<file path="src/rtl/pulse_spacer_if.sv">
// Event/pulse bundle between the spacer and its upstream/downstream logic.
// Master drives events and control; slave (the spacer) returns status.
interface pulse_spacer_if #(
   parameter int CNT_W = 4
);
   logic             ev_in;
   logic             busy_in;
   logic             ovf_clr;
   logic             pulse_out;
   logic [CNT_W-1:0] pending;
   logic             full;
   logic             ovf;

   modport master (
      output ev_in, busy_in, ovf_clr,
      input  pulse_out, pending, full, ovf
   );

   modport slave (
      input  ev_in, busy_in, ovf_clr,
      output pulse_out, pending, full, ovf
   );
endinterface

</file>
<file path="src/rtl/pulse_spacer.sv">
// Source-domain event spacer: queues bursty events and re-emits them
// as single-cycle pulses at least MIN_GAP cycles apart.
module pulse_spacer #(
   parameter int MIN_GAP = 6,
   parameter int CNT_W   = 4
) (
   input  logic           clk,
   input  logic           rst_n,
   pulse_spacer_if.slave  bus
);
   localparam int GW = (MIN_GAP > 2) ? $clog2(MIN_GAP - 1) : 1;
   localparam logic [GW-1:0]    GAP_LOAD = GW'(MIN_GAP - 2);
   localparam logic [CNT_W-1:0] PEND_MAX = '1;

   typedef enum logic [1:0] {IDLE, FIRE, GAP} state_t;

   state_t           state_q;
   logic [GW-1:0]    gap_q;
   logic             pulse_q;
   logic [CNT_W-1:0] pend_q, pend_d;
   logic             ovf_q, ovf_d;
   logic             slot, launch, full_c, acc, drop;

   // Launch decision, queue accounting and overflow detection.
   always_comb begin
      slot   = (state_q == IDLE) || ((state_q == GAP) && (gap_q == '0));
      launch = slot && ((pend_q != '0) || bus.ev_in) && !bus.busy_in;
      full_c = (pend_q == PEND_MAX);
      acc    = bus.ev_in && (!full_c || launch);
      drop   = bus.ev_in && !acc;
      pend_d = pend_q;
      if (acc && !launch) begin
         pend_d = pend_q + 1'b1;
      end else if (!acc && launch) begin
         pend_d = pend_q - 1'b1;
      end
      ovf_d = drop || (ovf_q && !bus.ovf_clr);
   end

   // Spacing FSM: one FIRE cycle, then MIN_GAP-1 GAP cycles.
   always_ff @(posedge clk or negedge rst_n) begin
      if (!rst_n) begin
         state_q <= IDLE;
         gap_q   <= '0;
         pulse_q <= 1'b0;
      end else begin
         unique case (state_q)
            IDLE: begin
               if (launch) begin
                  state_q <= FIRE;
                  pulse_q <= 1'b1;
               end
            end
            FIRE: begin
               state_q <= GAP;
               gap_q   <= GAP_LOAD;
               pulse_q <= 1'b0;
            end
            GAP: begin
               if (gap_q != '0) begin
                  gap_q <= gap_q - 1'b1;
               end else if (launch) begin
                  state_q <= FIRE;
                  pulse_q <= 1'b1;
               end else begin
                  state_q <= IDLE;
               end
            end
            default: begin
               state_q <= IDLE;
               pulse_q <= 1'b0;
            end
         endcase
      end
   end

   // Pending count and sticky overflow flag (a drop beats a clear).
   always_ff @(posedge clk or negedge rst_n) begin
      if (!rst_n) begin
         pend_q <= '0;
         ovf_q  <= 1'b0;
      end else begin
         pend_q <= pend_d;
         ovf_q  <= ovf_d;
      end
   end

   assign bus.pulse_out = pulse_q;
   assign bus.pending   = pend_q;
   assign bus.full      = full_c;
   assign bus.ovf       = ovf_q;
endmodule

</file>
<file path="src/flat_wrapper.sv">
// flat-port wrapper written by rule: the top's interface ports become plain ports
module pulse_spacer_flat 
#(
   parameter int MIN_GAP = 6,
   parameter int CNT_W   = 4
)
  (clk, rst_n, bus_ev_in, bus_busy_in, bus_ovf_clr, bus_pulse_out, bus_pending, bus_full, bus_ovf);
  pulse_spacer_if #(.CNT_W(CNT_W)) bus_i ();
  input  logic clk;
  input  logic rst_n;
  input wire logic [$bits(bus_i.ev_in)-1:0] bus_ev_in;
  input wire logic [$bits(bus_i.busy_in)-1:0] bus_busy_in;
  input wire logic [$bits(bus_i.ovf_clr)-1:0] bus_ovf_clr;
  output wire logic [$bits(bus_i.pulse_out)-1:0] bus_pulse_out;
  output wire logic [$bits(bus_i.pending)-1:0] bus_pending;
  output wire logic [$bits(bus_i.full)-1:0] bus_full;
  output wire logic [$bits(bus_i.ovf)-1:0] bus_ovf;
  assign bus_i.ev_in = bus_ev_in;
  assign bus_i.busy_in = bus_busy_in;
  assign bus_i.ovf_clr = bus_ovf_clr;
  assign bus_pulse_out = bus_i.pulse_out;
  assign bus_pending = bus_i.pending;
  assign bus_full = bus_i.full;
  assign bus_ovf = bus_i.ovf;
  pulse_spacer #(.MIN_GAP(MIN_GAP), .CNT_W(CNT_W)) u_core (.clk(clk), .rst_n(rst_n), .bus(bus_i));
endmodule
</file>
<file path="config.mk">
export PLATFORM = sky130hd
export DESIGN_NAME = pulse_spacer_flat
export DESIGN_NICKNAME = d
export VERILOG_FILES = /design/src/rtl/pulse_spacer_if.sv /design/src/rtl/pulse_spacer.sv /design/src/flat_wrapper.sv
export SDC_FILE = /design/constraint.sdc
export NUM_CORES = 1
export LEC_CHECK = 0
export BUFFER_PORTS_ARGS = -buffer_cell sky130_fd_sc_hd__buf_2
export CAP_MARGIN = 20
export CORE_MARGIN = 2
export CORE_UTILIZATION = 47
export DETAILED_ROUTE_END_ITERATION = 6
export PLACE_DENSITY = 0.72
export SYNTH_ARGS = -nofsm -noshare
export SYNTH_HDL_FRONTEND = slang
export SYNTH_SLANG_ARGS = --single-unit
</file>
<file path="constraint.sdc">
create_clock -name clk -period 2.9 [get_ports clk]
set_input_delay 0.145 -clock clk [delete_from_list [all_inputs] [get_ports clk]]
set_output_delay 0.145 -clock clk [all_outputs]
set_load 0.01 [all_outputs]
</file>
After elaboration in Yosys (flattened, before gate mapping)

Cells that the tools add are included.

Output and inout port bits: 7
Register bits after elaboration: 11
Input bits: 5

Eq/ne operators: 6
Add/subtract/negate cells: 3
Reductions and logical operators: 25
Mux-type cells: 11

Operators by type and width:

| cell                                                                    | count |
|---|---|
| 1-bit logical AND                                                       | 8 |
| 4-bit two-way mux                                                       | 2 |
| 2-bit case mux with 3 select lines                                      | 1 |
| 3-bit case mux with 2 select lines                                      | 1 |
| 1-bit zero test                                                         | 5 |
| 4-bit by 1-bit adder with 4-bit output, second input constant           | 1 |
| 4-bit == test, second input constant                                    | 1 |
| 1-bit logical OR                                                        | 4 |
| 2-bit two-way mux                                                       | 2 |
| 2-bit inequality test, second input constant                            | 2 |
| 2-bit AND reduction                                                     | 2 |
| 2-bit nonzero test                                                      | 2 |
| 4-bit nonzero test                                                      | 1 |
| 4-bit by 1-bit subtractor with 4-bit output, second input constant      | 1 |
| 3-bit zero test                                                         | 1 |
| 1-bit two-way mux                                                       | 3 |
| 3-bit two-way mux                                                       | 1 |
| 3-bit nonzero test                                                      | 1 |
| 3-bit by 1-bit subtractor with 3-bit output, second input constant      | 1 |
| 2-bit by 1-bit == test with 1-bit output, second input constant         | 1 |
| 2-bit == test, second input constant                                    | 1 |
| 2-bit zero test                                                         | 1 |
| 2-bit by 1-bit inequality test with 1-bit output, second input constant | 1 |
| 1-bit case mux with 2 select lines                                      | 1 |

Depth between registers and ports, before layout

Gate-level depths: netlist (run 1).

Word-level depth: 11
Depth in mapped cells: 11
Gate-level depth less buffers: 11

Worst setup path before layout (run 1)

OpenSTA, ideal clock, no wires.

Path type: register to register
Start: reg u_core.pend_q[0], in the netlist u_core.bus.pending[0]
End: reg u_core.pend_q[3], in the netlist u_core.bus.pending[3]
Arrival time: 2.662 ns
Stages on the path, launching flop included: 10
Period minus slack after synthesis: 2.793 ns
Setup slack: 0.107 ns
Cells stage by stage: dfrtp_1 or4_4 o221ai_2 a21boi_0 ha_1 inv_1 ha_1 or4_1 o211ai_1 o211ai_1

Word-level cells in the longest chain between the ends: 9
Elaborated cells between the ends (all ways): 17
Classes of those cells: add/sub: 2; eq/ne: 1; mux: 2; reduce/logical: 12

RTL lines:

| element                             | RTL line           | text |
|---|---|---|
| start, declared                     | pulse_spacer.sv:20 | `logic [CNT_W-1:0] pend_q, pend_d;` |
| start signal, assigned              | pulse_spacer.sv:83 | `pend_q <= pend_d;` |
| 4-bit nonzero test                  | pulse_spacer.sv:27 | `launch = slot && ((pend_q != '0) \|\| bus.ev_in) && !bus.busy_in;` |
| 1-bit logical OR                    | pulse_spacer.sv:27 |  |
| 1-bit logical AND (2 in series)     | pulse_spacer.sv:27 |  |
| 1-bit logical OR                    | pulse_spacer.sv:29 | `acc = bus.ev_in && (!full_c \|\| launch);` |
| 1-bit logical AND                   | pulse_spacer.sv:29 |  |
| 1-bit zero test                     | pulse_spacer.sv:34 | `end else if (!acc && launch) begin` |
| 1-bit logical AND                   | pulse_spacer.sv:34 |  |
| 2-bit nonzero test (no source line) | -                  |  |

Several ways; a longest one is shown, not always the timed one. The select of a mux whose other input is x is not followed.
A chain may end at the register's enable or synchronous reset.

Final worst setup path (run 1)

Same ends and word-level chain as after synthesis.

==> flow_summary.toml, run 1 <==
[outcome]
status = "finished clean"

[critical_path]
crit_arrival_ns = 2.89
timing.rr.start = "u_core.bus.pending[0]$_DFFE_PN0P_"
reg2reg_depth = 9
end_kind = "flip-flop"
worstSetupStartpointType = "flip-flop"
critPathKind = "flip-flop to flip-flop"
crit_required_ns = 3.05
r2r-end = "u_core.bus.pending[3]$_DFFE_PN0P_"
rrSetupSlack_ns = 0.16
critPathMaxFanout = 5

[global_route]
first_global_vias = 546
grt_pass1_wl_um = 2421
met2_usage_pct = 26.15
grt_usage_pct = 17.61
grt_overflow = 0
busiest_layer = "met2"
grt_max_degree = 12
met1_usage_pct = 25.27
met3_usage_pct = 5.172
antenna_found_initial = 0

[synthesis]
yosysSeqAreaShare_pct = 40.22
ys_types = 31
synth_warnings = 0
synth_area_um2 = 684.4
muxShareOfSynthArea_pct = 3.108
synth_top_family_by_area = "compound AO/OA/AOI/OAI gates"
synth_compound_area_share_pct = 19.01
synth_simple_gate_area_share_pct = 17.55
netlist_instances = 68
synth_seq_cells = 11
synth_nets = 79
syn_avg_cell_area_um2 = 10.06
synth_xor_area_share_pct = 2.559
synthAdderAreaFrac_pct = 12.07

[routing]
wirelength_um = 1426
via_per_inst = 5.594
firstDrtPassIters = 4
initialDrtViolationCount = 12
drc_errors = 0
post_drt_wl_per_cell_um = 14.12
postRouteAntennaNets = 0
vias = 565

[min_path]
min-delay-start = "bus_ovf_clr"
whs_path_depth = 3
hold_path_end = "u_core.bus.ovf$_DFF_PN0_"
worstHoldPathType = "input pin to flip-flop"

[placement]
placed_area_um2 = 773.2
pre_cts_ws_ns = 0.06374
portBuffers = 11
place.gp.congestion = 0.8215
hpwl_um = 1017

[sta]
finalSetupTns_ns = 0
relSlewSlack_pct = 79.55
min_period_over_period_pct = 94.39
worst_slew_pin_slew_ns = 0.3068
holdWs_ns = 0.1608
clock_skew_ns = 0.001136
setup_viol = 0
worst_slack_ns = 0.1627
min_period_ns = 2.737
rsz0062_at_grt = "no"
fmax_ghz = 0.3653
slew_violations = 0
hold_violations = 0

[clock_network]
clk_pin_slew_worst_paths_ns = 0.07
cts_buffer_depth = 2
htreeDepth = 1
cts_root_buf = "clkbuf_4"
cts_tree = "done"
numCtsBuffers = 3
clk_latency_ns = 0.27
cts.sink_count = 11

[final_layout]
drive_gt1_share_pct = 29.07
final_cell_mix = "11 x buf_2, 11 x dfrtp_1, 8 x inv_1"
num_antenna_cells = 0
nets = 98
final_util_pct = 62.29
nFillCells = 117
areaGrowthSynthToFinish_pct = 21.39
stdcell_area_um2 = 830.8

[floorplanning]
core_mm2 = 0.001334
initial_utilization_pct = 51.31
die_y_um = 42.16
dieArea_mm2 = 0.001777
ioPinCount = 12
row_count = 13
die_x_um = 42.16

[job]
cap_violations = 0

[pwr]
power_density_mw_per_mm2 = 1143
p_leak_nw = 0.3933
peakVddDrop_mv = 0.5135
## registers in the layout, indices dropped and copies added, names as in the netlist
signal and count:
u_core.bus.ovf 1, u_core.state_q 2, u_core.bus.pending 4, u_core.bus.pulse_out 1
u_core.gap_q 3
## where the power goes
| part | internal [mW] | switching [mW] | total, mW |
|---|---|---|---|
| clock | 0.0533 | 0.0511 | 0.104 |
| sequential | 0.225 | 0.0786 | 0.303 |
| combinational | 0.267 | 0.275 | 0.542 |
| total | 0.545 | 0.405 | 0.950 |
## cell type report
class                   instances  area, um^2  area share [%]
clock buffers                   4       26.28           3.163
inverters                       8       30.03           3.614
repair buffers                 16       95.09           11.45
flip-flops and latches         11       275.3           33.13
well taps                      15       18.77           2.259
multi-input cells              47       385.4           46.39
## how the worst max path moves through the flow
stage	start	to	slack [ns]	cells after the start
5_1_grt	u_core.bus.pending[2]$_DFFE_PN0P_	u_core.bus.pending[3]$_DFFE_PN0P_	0.007	9
2_1_floorplan	u_core.bus.pending[0]$_DFFE_PN0P_	u_core.bus.pending[3]$_DFFE_PN0P_	0.11	9
3_5_place_dp	u_core.bus.pending[2]$_DFFE_PN0P_	u_core.bus.pending[3]$_DFFE_PN0P_	0.06	9
3_3_place_gp	u_core.bus.pending[2]$_DFFE_PN0P_	u_core.bus.pending[3]$_DFFE_PN0P_	0.1	9
4_1_cts	u_core.bus.pending[2]$_DFFE_PN0P_	u_core.bus.pending[3]$_DFFE_PN0P_	0.05	9
6_report	u_core.bus.pending[0]$_DFFE_PN0P_	u_core.bus.pending[3]$_DFFE_PN0P_	0.16	9
## cells by family after synthesis
logic type | after synthesis
AND/OR/NAND/NOR | 19
AO/OA/AOI/OAI | 18
flip-flops | 11
buffers and inverters | 10
adder cells (fa/ha/maj) | 6
XOR/XNOR | 2
multiplexers | 2
## Yosys cell counts
master,n,share of area (%)
clkbuf_1,2,1.1
nand3_1,2,1.5
dfrtp_1,11,40
inv_1,8,4.4
nor3_1,2,1.5
or3_1,1,0.91
nand2_1,2,1.1
or4_1,1,1.1
a21o_1,1,1.1
a2111o_1,1,1.6
and4_2,1,1.5
nor2b_1,3,2.7
or4_4,1,1.6
xnor2_1,2,2.6
o22ai_1,2,1.8
o211ai_1,3,3.3
ha_1,5,9.1
o21ai_0,4,2.9
a21oi_1,3,2.2
nand4b_1,1,1.3
a22oi_1,1,1.1
fa_1,1,2.9
nand3b_1,1,1.1
a21boi_0,1,1.1
nor2_1,2,1.1
and2b_2,1,1.3
mux2i_1,1,1.5
a32o_2,1,1.6
o221ai_2,1,2.2
nand2b_1,1,0.91
mux2_2,1,1.6
## metrics by stage
step / cells / power, mW
2_1_floorplan: 68 / 0.6584
3_3_place_gp: 95 / 0.7975
3_5_place_dp: 95 / 0.8190
4_1_cts: 100 / 0.9261
5_1_grt: 101 / 1.046
6_report: 101 / 0.9499
## metal layers
| layer | vias to the layer above | share of wire [%] |
|---|---|---|
| met2 | 18 | 44 |
| met3 | 2 | 5.8 |
| met4 | 0 | 0.84 |
| met1 | 260 | 49 |
| li1 | 285 | - |
| met5 | - | 0 |
## critical path: stages (launching register included)
cell and delay, ns:
dfrtp_1 0.39, or4_4 0.55, o221ai_4 0.24, a21boi_0 0.14, ha_2 0.20, inv_1 0.14, ha_1 0.27, or4_1 0.47
o211ai_1 0.11, o211ai_1 0.10
## timing repair
item / in CTS / in global routing
endpoints found under the setup margin: 0 / 1
setup buffers: 0 / 1
gates resized for setup: 0 / 2
hold buffers: 1 / 0
endpoints found under the hold margin: 11 / 0
No activity file was read; power rests on OpenSTA's default activity.
==> inputs of run 2 (changes only) <==
--- a/config.mk
+++ b/config.mk
@@ -7,2 +7,3 @@
 export LEC_CHECK = 0
+export ABC_AREA = 1
 export BUFFER_PORTS_ARGS = -buffer_cell sky130_fd_sc_hd__buf_2
@@ -10,5 +11,6 @@
 export CORE_MARGIN = 2
-export CORE_UTILIZATION = 47
+export CORE_UTILIZATION = 46
 export DETAILED_ROUTE_END_ITERATION = 6
-export PLACE_DENSITY = 0.72
+export HOLD_SLACK_MARGIN = 0.05
+export PLACE_DENSITY = 0.71
 export SYNTH_ARGS = -nofsm -noshare
==> constraint.sdc (replaced) <==
create_clock -name clk -period 2.9 [get_ports clk]
set_input_delay 0.58 -clock clk [delete_from_list [all_inputs] [get_ports clk]]
set_output_delay 0.58 -clock clk [all_outputs]
set_load 0.01 [all_outputs]
==> flow_summary.toml, run 2 <==
[outcome]
status = "finished clean"

[critical_path]
end_kind = "flip-flop"
critPathKind = "flip-flop to flip-flop"
crit_required_ns = 3.06
worstSetupStartpointType = "flip-flop"
crit_arrival_ns = 2.39
critPathMaxFanout = 5

[routing]
postRouteAntennaNets = 0
via_per_inst = 4.755
initialDrtViolationCount = 3
vias = 504
wirelength_um = 1002
drc_errors = 0
post_drt_wl_per_cell_um = 9.453
firstDrtPassIters = 4

[final_layout]
area.sequential_um2 = 275.3
final_common_cell = "nand2_1"
final_util_pct = 56.92
areaGrowthSynthToFinish_pct = 15.85
final_cell_mix = "24 x nand2_1, 11 x buf_2, 11 x dfrtp_1"
num_antenna_cells = 0
nets = 103
largest_register_ffs = 4
nFillCells = 134
drive_gt1_share_pct = 27.47
multi_input_area_um2 = 311.5

[clock_network]
numCtsBuffers = 3
cts_buffer_depth = 2
clk_latency_ns = 0.27
clk_pin_slew_worst_paths_ns = 0.08
cts-resized-gates = 0
cts.sink_count = 11
cts_tree = "done"
htreeDepth = 1
cts_root_buf = "clkbuf_4"
holdBufCountCts = 0
post_cts_buffers = 0

[synthesis]
synthTopCellsByCount = "24 x nand2_1, 11 x dfrtp_1, 10 x inv_1"
synth-edff-count = 0
synth_nets = 87
async_flop_share_pct = 100.0
synth_warnings = 0
yosysSeqAreaShare_pct = 43.05
netlist_instances = 76
synthFlopType = "dfrtp_1"
ys_types = 19
synth_area_um2 = 639.4
synth_seq_cells = 11
synth_area_leaders = "dfrtp_1 43%, nand2_1 14%, ha_1 9.8%"
syn_avg_cell_area_um2 = 8.413
synth_top_area_share_pct = 43.05
yosysMostFrequentCell = "nand2_1"
synth_top_area_cell = "dfrtp_1"

[sta]
min_period_ns = 2.233
rsz0062_at_grt = "no"
hold_violations = 0
finalSetupTns_ns = 0
fmax_ghz = 0.4479
min_period_over_period_pct = 76.98
worst_slew_pin_slew_ns = 0.2858
clock_skew_ns = 0.005245
setup_viol = 0
slew_violations = 0
relSlewSlack_pct = 80.95

[floorplanning]
die_x_um = 41.28
initial_utilization_pct = 49.13
die_y_um = 41.28
dieArea_mm2 = 0.001704
core_mm2 = 0.001301
ioPinCount = 12
row_count = 13

[global_route]
grt_usage_pct = 14.71
grt_overflow = 0
grt_max_degree = 12
first_global_vias = 411
antenna_found_initial = 0
grt_pass1_wl_um = 1552

[placement]
portBuffers = 11
hpwl_um = 820
place.gp.congestion = 0.6793

[min_path]
worstHoldPathType = "input pin to async pin"

[job]
cap_violations = 0

[pwr]
peakVddDrop_mv = 0.4048
p_leak_nw = 0.4252
power_density_mw_per_mm2 = 1120
## run 2: cell count changes in the layout (fill, tap and decap cells not counted), moves of 3 or more
cell,previous run,this run
o21ai_0,4,1
o211ai_1,3,0
nor2b_1,3,0
nand2_1,2,24
nand2_2,0,3
buf_4,4,0
inv_2,0,4
## run 2: worst paths after layout
kind,from,end,slack (ns),depth (start not counted)
max,u_core.gap_q[0]$_DFFE_PN0P_,u_core.bus.pending[3]$_DFFE_PN0P_,0.67,14
min,rst_n,u_core.gap_q[2]$_DFFE_PN0P_,0.16,1
max reg2reg,u_core.gap_q[0]$_DFFE_PN0P_,u_core.bus.pending[3]$_DFFE_PN0P_,0.67,14
min reg2reg,u_core.bus.ovf$_DFF_PN0_,u_core.bus.ovf$_DFF_PN0_,0.48,2
max in group asynchronous,rst_n,u_core.bus.pending[3]$_DFFE_PN0P_,2.54,1
min in group clk,u_core.bus.ovf$_DFF_PN0_,u_core.bus.ovf$_DFF_PN0_,0.48,2
## run 2: worst max-delay path, cell delays in order, from the launching register on
cell and delay (ns):
dfrtp_1 0.36, inv_1 0.10, ha_1 0.18, nand2_2 0.07, a21oi_2 0.13, nand2_2 0.09, a21oi_1 0.13, ha_1 0.18
inv_1 0.10, ha_1 0.32, or2_1 0.23, nand3_1 0.08, nand2_1 0.06, nand2_1 0.05, nand2_1 0.04
## run 2: cells by family (layout without fill, tap and decap cells)
family,Yosys count,in the layout,share of synthesized area (%)
AO/OA/AOI/OAI,5,5,4.695
XOR/XNOR,2,2,2.740
adder cells (fa/ha/maj),6,6,12.92
buffers and inverters,14,29,8.219
flip-flops,11,11,43.05
AND/OR/NAND/NOR,38,38,28.38
## run 2: layout make-up
class / instances / area share, %
timing repair buffer: 11 / 7.432
sequential: 11 / 37.16
multi-input combinational: 51 / 42.06
inverter: 14 / 7.095
tap: 15 / 2.534
clock buffer: 3 / 3.041
clock inverter: 1 / 0.6757
## run 2: metrics by stage
step | hold WS [ns] | setup WS [ns] | power, mW | instances | instance area [um^2]
CTS | 0.1639 | 0.6372 | 0.8382 | 106 | 740.7
finish | 0.1603 | 0.6675 | 0.8292 | 106 | 740.7
global placement | 0.4614 | 0.6611 | 0.7193 | 102 | 713.2
global route | 0.1735 | 0.4452 | 0.9291 | 106 | 740.7
floorplan | 0.2844 | 0.8401 | 0.6249 | 76 | 639.4
detailed placement | 0.4577 | 0.6153 | 0.7323 | 102 | 713.2
## run 2: where the power goes
part / total (mW) / switching (mW) / internal, mW
clock network: 0.105 / 0.0542 / 0.0510
registers: 0.292 / 0.0669 / 0.225
logic: 0.432 / 0.252 / 0.180
total: 0.829 / 0.373 / 0.456
## run 2: per-layer routing
layer / global-route usage, % / vias to the layer above / wire length, um
li1: - / 266 / -
met1: 18.58 / 225 / 481
met2: 22.27 / 11 / 457
met3: 4.891 / 2 / 55
met4: 7.258 / 0 / 7
met5: 0 / - / 0
